`src/rtl/wb_decoder.sv`:
```
// Single-master Wishbone pipelined-mode decoder: routes one outstanding request to ROM/RAM/IO.
// Optional ack timeout is built only when WB_TIMEOUT_EN is defined.
module wb_decoder #(
  parameter int unsigned TIMEOUT = 255
) (
  input  logic        clk,
  input  logic        reset,
  input  logic        i_wb_cyc,
  input  logic        i_wb_stb,
  input  logic        i_we,
  input  logic [31:0] i_addr,
  input  logic [31:0] i_data,
  output logic [31:0] o_data,
  output logic        o_wb_ack,
  output logic        o_wb_stall,
  output logic        o_wb_err,
  output logic [13:0] o_s_addr,
  output logic [31:0] o_s_data,
  output logic        o_s_we,
  output logic        o_rom_stb,
  output logic        o_ram_stb,
  output logic        o_io_stb,
  input  logic [31:0] i_rom_data,
  input  logic [31:0] i_ram_data,
  input  logic [31:0] i_io_data,
  input  logic        i_rom_ack,
  input  logic        i_ram_ack,
  input  logic        i_io_ack,
  input  logic        i_rom_stall,
  input  logic        i_ram_stall,
  input  logic        i_io_stall
);

  localparam logic [1:0] IDLE     = 2'd0;
  localparam logic [1:0] WAIT_ACK = 2'd1;
  localparam logic [1:0] ERR      = 2'd2;

  localparam logic [1:0] SEL_NONE = 2'd0;
  localparam logic [1:0] SEL_ROM  = 2'd1;
  localparam logic [1:0] SEL_RAM  = 2'd2;
  localparam logic [1:0] SEL_IO   = 2'd3;

  localparam logic [9:0] TIMEOUT_W = 10'(TIMEOUT);

  logic [1:0]  state, state_d;
  logic [1:0]  sel, sel_d;
  logic [1:0]  csel;
  logic        request;
  logic        csel_stall;
  logic        sel_ack;
  logic [31:0] sel_data;
  logic        rom_stb_c, ram_stb_c, io_stb_c;
  logic        ack_c, stall_c, err_c;
  logic [31:0] data_c;
  logic        timeout_hit;

  assign o_s_addr = i_addr[15:2];
  assign o_s_data = i_data;
  assign o_s_we   = i_we;
  assign request  = i_wb_cyc & i_wb_stb;

  always_comb begin
    csel = SEL_NONE;
    if (i_addr[31:16] == 16'hb000) csel = i_addr[15] ? SEL_RAM : SEL_ROM;
    else if (i_addr[31:16] == 16'hc000) csel = SEL_IO;
  end

  always_comb begin
    case (csel)
      SEL_ROM: csel_stall = i_rom_stall;
      SEL_RAM: csel_stall = i_ram_stall;
      SEL_IO:  csel_stall = i_io_stall;
      default: csel_stall = 1'b0;
    endcase
  end

  // Only the latched slave is listened to, so stray or late acks never leak through.
  always_comb begin
    case (sel)
      SEL_ROM: begin sel_ack = i_rom_ack; sel_data = i_rom_data; end
      SEL_RAM: begin sel_ack = i_ram_ack; sel_data = i_ram_data; end
      SEL_IO:  begin sel_ack = i_io_ack;  sel_data = i_io_data;  end
      default: begin sel_ack = 1'b0;      sel_data = 32'd0;      end
    endcase
  end

`ifdef WB_TIMEOUT_EN
  logic [9:0] cnt, cnt_inc;

  assign cnt_inc     = cnt + 10'd1;
  assign timeout_hit = (cnt_inc == TIMEOUT_W);

  always_ff @(posedge clk or negedge reset) begin
    if (!reset) begin
      cnt <= 10'd0;
    end else if (state != WAIT_ACK) begin
      cnt <= 10'd0;
    end else if (!sel_ack) begin
      cnt <= cnt_inc;
    end
  end

  logic unused_bits;
  assign unused_bits = ^i_addr[1:0];
`else
  assign timeout_hit = 1'b0;

  logic unused_bits;
  assign unused_bits = ^{i_addr[1:0], TIMEOUT_W};
`endif

  // NOTE: every combinational output gets a default first so no path can infer a latch.
  always_comb begin
    state_d   = state;
    sel_d     = sel;
    rom_stb_c = 1'b0;
    ram_stb_c = 1'b0;
    io_stb_c  = 1'b0;
    ack_c     = 1'b0;
    stall_c   = 1'b0;
    err_c     = 1'b0;
    data_c    = 32'd0;
    case (state)
      IDLE: begin
        rom_stb_c = request && (csel == SEL_ROM);
        ram_stb_c = request && (csel == SEL_RAM);
        io_stb_c  = request && (csel == SEL_IO);
        stall_c   = csel_stall;
        if (request) begin
          if (csel == SEL_NONE) begin
            state_d = ERR;
          end else if (!csel_stall) begin
            state_d = WAIT_ACK;
            sel_d   = csel;
          end
        end
      end
      WAIT_ACK: begin
        stall_c = 1'b1;
        ack_c   = sel_ack & i_wb_cyc;
        data_c  = ack_c ? sel_data : 32'd0;
        // Ack and abort take priority over timeout expiry.
        if (!i_wb_cyc || sel_ack) begin
          state_d = IDLE;
          sel_d   = SEL_NONE;
        end else if (timeout_hit) begin
          state_d = ERR;
          sel_d   = SEL_NONE;
        end
      end
      ERR: begin
        err_c   = 1'b1;
        stall_c = 1'b1;
        state_d = IDLE;
      end
      default: begin
        state_d = IDLE;
        sel_d   = SEL_NONE;
      end
    endcase
  end

  // NOTE: sequential state uses non-blocking assignments so all flops update together.
  always_ff @(posedge clk or negedge reset) begin
    if (!reset) begin
      state <= IDLE;
      sel   <= SEL_NONE;
    end else begin
      state <= state_d;
      sel   <= sel_d;
    end
  end

  // Outputs are forced low while reset is held, even if the master drives a request.
  assign o_rom_stb  = rom_stb_c & reset;
  assign o_ram_stb  = ram_stb_c & reset;
  assign o_io_stb   = io_stb_c  & reset;
  assign o_wb_ack   = ack_c     & reset;
  assign o_wb_stall = stall_c   & reset;
  assign o_wb_err   = err_c     & reset;
  assign o_data     = data_c & {32{reset}};

endmodule
```
`config.mk`:
```
export PLATFORM = sky130hd
export DESIGN_NAME = wb_decoder
export DESIGN_NICKNAME = d
export VERILOG_FILES = /design/src/rtl/wb_decoder.sv
export SDC_FILE = /design/constraint.sdc
export NUM_CORES = 1
export LEC_CHECK = 0
export BUFFER_PORTS_ARGS = -buffer_cell sky130_fd_sc_hd__buf_2
export CAP_MARGIN = 10
export CORE_AREA = 5 5 97 99
export CTS_BUF_LIST = sky130_fd_sc_hd__clkbuf_8
export CTS_CLUSTER_DIAMETER = 60
export DETAILED_ROUTE_END_ITERATION = 8
export DIE_AREA = 0 0 102 104
export RECOVER_POWER = 25
export SYNTH_ARGS = -nofsm -noshare
export SYNTH_HDL_FRONTEND = slang
export SYNTH_SLANG_ARGS = --single-unit
```
`constraint.sdc`:
```
create_clock -name clk -period 1.7 [get_ports clk]
set_input_delay 0.34 -clock clk [delete_from_list [all_inputs] [get_ports clk]]
set_output_delay 0.34 -clock clk [all_outputs]
set_load 0.005 [all_outputs]
```
==> results of run 1 <==
## repair_timing
| item | CTS | global route |
|---|---|---|
| hold buffers | 0 | 0 |
| pin swaps | 22 | 6 |
| endpoints found under the setup margin | 39 | 42 |
| gates resized for setup | 21 | 12 |
| setup buffers | 6 | 2 |
| hold endpoints to repair | 0 | 0 |
| cloned | 1 | 0 |
## cells by family after synthesis
family                     after synthesis  synth area share, %
AOI/OAI and AO/OA                       45                 15.7
and+or+nand+nor                         93                 26.6
muxes                                   35                 21.7
adders and majority gates                4                 3.05
DFF                                      4                 6.11
buffers and inverters                   66                 26.9
## Yosys cell counts, types with 2 or more instances
cell type,count,area (sq um)
or3b_1,2,17.5
o211ai_1,2,15.0
dfrtp_1,4,100
nand4_1,2,12.5
o22ai_1,2,12.5
nor3_1,3,15.0
buf_2,7,35.0
a21oi_1,34,170
nor2_1,69,259
mux2i_1,34,340
nand3b_1,2,15.0
nor4_2,2,25.0
buf_4,47,353
nand2_1,2,7.51
nor3b_1,4,30.0
inv_1,4,15.0
ha_1,4,50.1
clkbuf_1,6,22.5
## through the flow
| stage | cell area (sq um) | cells | setup TNS (ns) | utilization, % | hold WS (ns) |
|---|---|---|---|---|---|
| 3_3_place_gp | 2330 | 476 | -5.55 | 27.5 | 0.269 |
| 4_1_cts | 2520 | 487 | -11.87 | 29.7 | 0.0289 |
| 6_report | 2560 | 487 | -10.48 | 30.3 | 0.127 |
| 2_1_floorplan | 1650 | 247 | -1.35 | - | 0.0444 |
| 3_5_place_dp | 2330 | 476 | -6.49 | 27.5 | 0.264 |
| 5_1_grt | 2560 | 487 | -13.75 | 30.3 | 0.169 |
## placed cells by master (no fill, tap or decap), types with 3 or more instances in the layout
cell type	n
a21oi_1	33
buf_2	156
buf_4	21
buf_6	7
clkbuf_8	3
dfrtp_1	3
inv_1	3
mux2i_1	33
nor2_1	67
nor3_1	3
nor3b_2	3
## worst max path at each step
stage                 endpoint  slack, ns  depth (start not counted)
global route        o_data[21]      -0.43                          7
detailed placement  o_data[11]      -0.20                          6
finish               o_data[8]      -0.33                          6
floorplan           o_data[22]      -0.05                          6
CTS                  o_data[9]      -0.38                          7
global placement    o_data[11]      -0.18                          6
## where the power goes
part / switching (mW) / internal, mW
logic: 0.202 / 0.282
clock network: 0.0577 / 0.155
registers: 0.00973 / 0.109
## flip-flops by register name (all words and copies together) (netlist names)
signal  count
sel         2
state       2
## metal layers
| layer | track usage, % | wire, microns |
|---|---|---|
| met5 | 0 | 0 |
| met4 | 5.90 | 310 |
| met3 | 1.68 | 658 |
| met2 | 21.4 | 3490 |
| met1 | 11.8 | 2310 |
## cell type report
class	instances	share of cell area (%)
clock buffers	3	1.61
clock inverters	1	0.147
inverters	5	0.830
multi-input cells	177	46.2
flip-flops and latches	4	3.96
well taps	108	5.28
repair buffers	189	42.0
==> results.cfg, run 1 <==
[die]
die_h_microns = 104
ioPinCount = 256
die_area_sq_mm = 0.0106
die_w_microns = 102
fp.coreArea_sq_mm = 0.00847
fp-row-count = 34
start_util_pct = 19.4

[status]
status = finished, violations left
violations = negative setup slack

[clocking]
cts_sinks = 4
clkSlewWorstSetupHoldPaths_ns = 0.03
cts_max_level = 1
cts_tree = built
clock_latency_ns = 0.22
ctsRootBufferMaster = clkbuf_8
clock_path_buffers = 2
cts_made_buffers = 3

[timing]
hold_violations = 0
period_needed_ns = 2.03
worstMarginPinSlew_ns = 0.323
finalWorstSetupSlack_ns = -0.333
grt_setup_unrepaired = yes
fmax_mhz = 492
clock_skew_ns = 0.00111
period_share_pct = 120
slew_viol_final = 0
maxSlewHeadroom_pct = 78.5
setup_viol = 39

[grt]
grtUsageTotal_pct = 11.4
grt_pass1_wl_microns = 9800
antenna_found_initial = 0
grt_pass1_vias = 2024
grt_max_degree = 33
grt-ovfl-total = 0

[power_and_ir_drop]
p_total_uw = 815
power_leakage_nw = 1.21
ir_drop_v = 0.000375
powerDensity_mw_per_mm2 = 318

[setup_path]
worst-path-buf-inv = 2
critPathMaxFanout = 8
cp_top_family = flip-flops
r2r_setup_slack_ns = -0.01
worst_setup_path_start_kind = flop
max_stage_delay_ns = 0.41
crit_path_start = sel[1]
rr_startpoint = sel[1]
crit_slowest_cell = dfrtp_2
critical_path_class = reg2out
reg2reg_to = sel[1]
endpoint_kind = primary output
crit_chain = mux2_4 > a22o_1 > nand4_1 > buf_4 > nor2_1 > buf_2
worstPathArrival_ns = 1.69
reg2reg_depth = 7
crit_required_ns = 1.36

[yosys]
synth_cell_types = 35
synth-main-ff-cell = dfrtp_1
synth_edf_count = 0
synth_async_sr_flop_share_pct = 100
syn_area_sq_mm = 0.00164
ys_seq_area_share_pct = 6.11
synth_warnings = 0
synthCells = 247
synth-seq-cells = 4
synth_nets = 422
avgSynthCellArea_sq_um = 6.64

[hold_path]
hold_path.class = in2async

[finish]
diodes = 0
num-nets-final = 555
fillers = 926
drive_gt1_share_pct = 55.7
area_growth_pct = 56.3
regArea_sq_um = 101
multiInputGateArea_sq_mm = 0.00118

[routing]
routed_wl_microns = 6770
drt_iter0_markers = 83
drc = 0
drtAntennaViolNets = 0
vias_per_cell = 4.39
wl_per_cell_microns = 13.9
num_vias = 2139
dr.pass1.iters = 4

[placement]
place_ws_ns = -0.205
gp_congestion = 0.833
io_buffers = 161
dp_hpwl_microns = 5450

[job]
maxCapViolations = 0
No activity file was read; power rests on OpenSTA's default activity.
==> inputs of run 2 (changes only) <==
--- a/config.mk
+++ b/config.mk
@@ -7,11 +7,14 @@
 export LEC_CHECK = 0
 export BUFFER_PORTS_ARGS = -buffer_cell sky130_fd_sc_hd__buf_2
 export CAP_MARGIN = 10
-export CORE_AREA = 5 5 97 99
+export CELL_PAD_IN_SITES_DETAIL_PLACEMENT = 1
+export CELL_PAD_IN_SITES_GLOBAL_PLACEMENT = 1
+export CORE_MARGIN = 5
+export CORE_UTILIZATION = 15
 export CTS_BUF_LIST = sky130_fd_sc_hd__clkbuf_8
 export CTS_CLUSTER_DIAMETER = 60
 export DETAILED_ROUTE_END_ITERATION = 8
-export DIE_AREA = 0 0 102 104
+export PLACE_DENSITY_LB_ADDON = 0.1
 export RECOVER_POWER = 25
 export SYNTH_ARGS = -nofsm -noshare
 export SYNTH_HDL_FRONTEND = slang
==> run 2 against run 1 <==
Against the previous run:
- the flow still finishes with violations (negative setup slack)
- hold slack got worse by 0.032 ns
- flip-flop and latch count unchanged
- non-clock buffer count increased by 2
- combinational power increased by 7.6%
- wire length increased by 15%
- maximum frequency decreased by 2.3%
- clock skew increased by 0.0014 ns
- largest cell class unchanged
==> results.cfg, run 2 (synthesized netlist as in run 1, its figures left out) <==
[status]
status = finished, violations left
violations = negative setup slack

[die]
die_w_microns = 115
fp-row-count = 38
fp.coreArea_sq_mm = 0.0108
ioPinCount = 256
die_area_sq_mm = 0.0131
start_util_pct = 15.2
die_h_microns = 115

[setup_path]
crit_required_ns = 1.36
crit_slowest_cell = dfrtp_2
critical_path_class = reg2out
critPathMaxFanout = 11
worstPathArrival_ns = 1.74
rr_startpoint = sel[1]
r2r_setup_slack_ns = 0.06
crit_chain = mux2_4 > a22o_1 > nand4_1 > buf_6 > buf_12 > nor2_1 > buf_2
reg2reg_to = sel[0]
crit_path_start = sel[1]
endpoint_kind = primary output
worst_setup_path_start_kind = flop
cp-endpoint = o_data[28]
reg2reg_depth = 6
max_stage_delay_ns = 0.41

[clocking]
clock_latency_ns = 0.23
clock_path_buffers = 2
ctsRootBufferMaster = clkbuf_8
cts_max_level = 1
cts_sinks = 4
cts_made_buffers = 3
clkSlewWorstSetupHoldPaths_ns = 0.03
ctsHoldBuffers = 0
cts_tree = built

[timing]
clock_skew_ns = 0.00249
hold_violations = 0
maxSlewHeadroom_pct = 82.6
slew_viol_final = 0
finalWorstSetupSlack_ns = -0.381
period_needed_ns = 2.08
fmax_mhz = 481
worstMarginPinSlew_ns = 0.253
period_share_pct = 122
setup_viol = 37
grt_setup_unrepaired = yes

[hold_path]
hold_path.class = in2async

[routing]
vias_per_cell = 4.20
num_vias = 2186
dr.pass1.iters = 3
drt_iter0_markers = 37
drtAntennaViolNets = 0
drc = 0
routed_wl_microns = 7810
wl_per_cell_microns = 15.0

[grt]
grt_pass1_wl_microns = 12300
antenna_found_initial = 0
grt.busiest_layer = met2
grt_max_degree = 33
grtUsageMet1_pct = 12.5
grt_pass1_vias = 2471
grt-ovfl-total = 0
use_met3_pct = 3.59
grtUsageTotal_pct = 11.6
globalRouteMet2Util_pct = 21.0

[finish]
final_common_cell = buf_2
reg.largest.list = sel (2), state (2)
most-common-layout-cells = buf_2, nor2_1, mux2i_1, a21oi_1, buf_4
num-nets-final = 557
area_growth_pct = 65.0
fillers = 1376
fin_cells = 521
diodes = 0
drive_gt1_share_pct = 58.0

[placement]
place_inst = 511
dp_hpwl_microns = 6260
gp_congestion = 0.714
io_buffers = 161

[power_and_ir_drop]
ir_drop_v = 0.000173
p_total_uw = 854
power_leakage_nw = 1.25
powerDensity_mw_per_mm2 = 316

[job]
maxCapViolations = 0
[run 2: cell count changes in the layout (fill, tap and decap cells not counted), moves of 2 or more]
cell    before  now
nor2_2       2    4
buf_12       1    4
nor3_1       3    1
nor2_1      67   65
nor3_2       0    2
buf_8        2    0
[run 2: area by class of cell]
type                       instances  area [sq um]  share of cell area (%)
sequential                         4           101                    3.75
multi-input combinational        177          1220                    45.2
timing repair buffer             191          1140                    42.0
clock buffer                       3          41.3                    1.53
tap                              140           175                    6.48
inverter                           5          23.8                   0.879
clock inverter                     1          3.75                   0.139
[run 2: layer usage]
layer	vias to the layer above	share of wire [%]
li1	1061	-
met5	-	0
met1	985	35
met4	0	3.8
met2	113	51
met3	27	11
[run 2: report_power, final]
part | internal, mW | leakage [nW] | switching [mW] | total [mW]
sequential | 0.109 | 0.0521 | 0.00923 | 0.118
clock | 0.155 | 0.0269 | 0.0603 | 0.215
combinational | 0.302 | 1.17 | 0.219 | 0.521
[run 2: worst max-delay path, delay by kind of cell, from the launching register on]
family                 cells  cell delay [ns]
AO/OA/AOI/OAI              1             0.24
buffers and inverters      3             0.42
flip-flops                 1             0.41
multiplexers               1             0.31
AND/OR/NAND/NOR            2             0.13
[run 2: repair_timing]
item	4_1_cts	5_1_grt
setup endpoints to repair	41	42
buffers inserted	4	1
pin swaps	9	4
gates resized for setup	19	24
cloned	1	0
[run 2: worst min-delay path by stage]
stage,slack (ns),end,start,cells past startpoint
after global routing,0.15,sel[0],reset,2
after global placement,0.29,state[1],reset,2
after floorplan,0.04,sel[0],reset,0
after CTS,0.05,sel[0],reset,2
final,0.09,sel[0],reset,2
after detailed placement,0.28,state[1],reset,2
[run 2: stage by stage]
stage                     hold slack [ns]  TNS (ns)  area (sq um)  utilization, %  setup slack [ns]
after floorplan                    0.0444     -1.35          1650               -           -0.0496
after global placement              0.287     -6.69          2410            22.3            -0.211
after detailed placement            0.285     -7.82          2410            22.3            -0.244
after CTS                          0.0480    -13.43          2600            24.1            -0.396
after global routing                0.151    -15.50          2710            25.1            -0.466
final                              0.0949    -12.39          2710            25.1            -0.381
==> inputs of run 3 (changes only) <==
--- a/config.mk
+++ b/config.mk
@@ -14,7 +14,7 @@
 export CTS_BUF_LIST = sky130_fd_sc_hd__clkbuf_8
 export CTS_CLUSTER_DIAMETER = 60
 export DETAILED_ROUTE_END_ITERATION = 8
-export PLACE_DENSITY_LB_ADDON = 0.1
+export PLACE_DENSITY_LB_ADDON = 0.3
 export RECOVER_POWER = 25
 export SYNTH_ARGS = -nofsm -noshare
 export SYNTH_HDL_FRONTEND = slang
==> run 3 against run 2 <==
Against the previous run:
- the run still ends with negative setup slack left
- register-to-register slack lost 0.30 ns
- flip-flop and latch count is the same
- sequential power is essentially flat
- hold slack lost 0.042 ns
- cell count grew 0.58%
- wire length grew 1.3%
- die area is the same
- sequential share of layout area is essentially flat
- clock-buffer cell count is the same
- critical path depth is the same
- design area grew 0.69%
- core utilization grew 0.17 points
- critical endpoint is now o_data[4]
- highest routed layer unchanged
==> results.cfg, run 3 (synthesized netlist as in run 1, its figures left out) <==
[finish]
num-nets-final = 560
area_growth_pct = 66.2
utilization_pct = 25.2
final_common_cell = buf_2
diodes = 0
fin_cells = 524
reg.largest.list = sel (2), state (2)
final_cell_area_sq_mm = 0.00272
most-common-layout-cells = buf_2, nor2_1, mux2i_1, a21oi_1, buf_4
drive_gt1_share_pct = 58.3

[grt]
antenna_found_initial = 0
globalRouteMet2Util_pct = 20.8
grt_pass1_vias = 2410
grtUsageTotal_pct = 11.2
grt-ovfl-total = 0
grt_max_degree = 31
use_met3_pct = 2.85
grt_pass1_wl_microns = 11800
grt.busiest_layer = met2
grtUsageMet1_pct = 12.2

[setup_path]
endpoint_kind = primary output
critical_path_class = reg2out
worst_setup_path_start_kind = flop
r2r_setup_slack_ns = -0.24
timing.critical_path.mode_cell = buf_6
cp_top_family = flip-flops
crit_slowest_cell = dfrtp_2
worstPathArrival_ns = 1.73
reg2reg_to = sel[0]
max_stage_delay_ns = 0.43
reg2reg_depth = 8
rr_startpoint = sel[1]
crit_required_ns = 1.36
crit_chain = mux2_4 > a22o_1 > nand4_1 > buf_6 > buf_6 > nor2_1 > buf_2
worst-path-buf-inv = 3
critPathMaxFanout = 9

[clocking]
cts_max_level = 1
clkSlewWorstSetupHoldPaths_ns = 0.03
cts_sinks = 4
clock_path_buffers = 2
clock_latency_ns = 0.22
cts_tree = built
ctsRootBufferMaster = clkbuf_8
cts_made_buffers = 3

[placement]
place_ws_ns = -0.204
place_inst = 508
gp_congestion = 0.779
placed_area_sq_mm = 0.00237
dp_hpwl_microns = 6170
io_buffers = 161

[timing]
clock_skew_ns = 0.00296
slew_viol_final = 0
worstMarginPinSlew_ns = 0.509
period_share_pct = 122
maxSlewHeadroom_pct = 65.7
hold_violations = 0
grt_setup_unrepaired = yes
fmax_mhz = 483
setup_viol = 41
finalWorstSetupSlack_ns = -0.371
period_needed_ns = 2.07

[routing]
routed_wl_microns = 7910
dr.pass1.iters = 4
num_vias = 2215
vias_per_cell = 4.23
wl_per_cell_microns = 15.1
drt_iter0_markers = 60
drtAntennaViolNets = 0
drc = 0

[power_and_ir_drop]
power_leakage_nw = 1.26
p_total_uw = 914
powerDensity_mw_per_mm2 = 336
ir_drop_v = 0.000183

[status]
violations = negative setup slack
status = finished, violations left

[die]
ioPinCount = 256
die_w_microns = 115
die_area_sq_mm = 0.0131
start_util_pct = 15.2
die_h_microns = 115
fp-row-count = 38
fp.coreArea_sq_mm = 0.0108

[hold_path]
hold_path.class = in2async

[job]
maxCapViolations = 0
run 3: worst max path at each step:
stage,slack (ns),start,end,depth (start not counted)
CTS,-0.39,sel[1],o_data[1],7
global placement,-0.18,sel[1],o_data[15],6
floorplan,-0.05,sel[1],o_data[22],6
finish,-0.37,sel[1],o_data[4],7
detailed placement,-0.20,sel[1],o_data[30],6
global route,-0.45,sel[1],o_data[6],7
run 3: per-layer routing:
| layer | up-vias | share of wire (%) | routed length [microns] |
|---|---|---|---|
| li1 | 1070 | - | - |
| met1 | 1004 | 36 | 2850 |
| met2 | 120 | 52 | 4080 |
| met3 | 21 | 10 | 790 |
| met4 | 0 | 2.4 | 190 |
| met5 | - | 0 | 0 |
run 3: cell type report:
class | instances | area, sq um
sequential | 4 | 101
clock buffer | 3 | 41.3
inverter | 5 | 18.8
fill | 1374 | 8070
tap | 140 | 175
clock inverter | 1 | 3.75
timing repair buffer | 194 | 1160
multi-input combinational | 177 | 1220
run 3: what timing repair did:
action	in CTS	in global routing
gates cloned	2	0
hold endpoints to repair	2	0
pin swaps	21	14
setup endpoints to repair	41	42
gates resized for setup	34	14
setup buffers	6	3
hold buffers	1	0
run 3: power breakdown:
part / leakage (nW) / internal, mW / switching (mW)
clock: 0.0269 / 0.154 / 0.0533
combinational: 1.18 / 0.338 / 0.251
sequential: 0.0521 / 0.109 / 0.00865
total: 1.26 / 0.601 / 0.313
run 3: through the flow:
| stage | hold WS, ns | TNS [ns] |
|---|---|---|
| final | 0.0533 | -12.91 |
| after global routing | 0.0654 | -16.36 |
| after CTS | 0.0551 | -13.49 |
| after detailed placement | 0.161 | -6.99 |
| after global placement | 0.159 | -6.20 |
| after floorplan | 0.0444 | -1.35 |
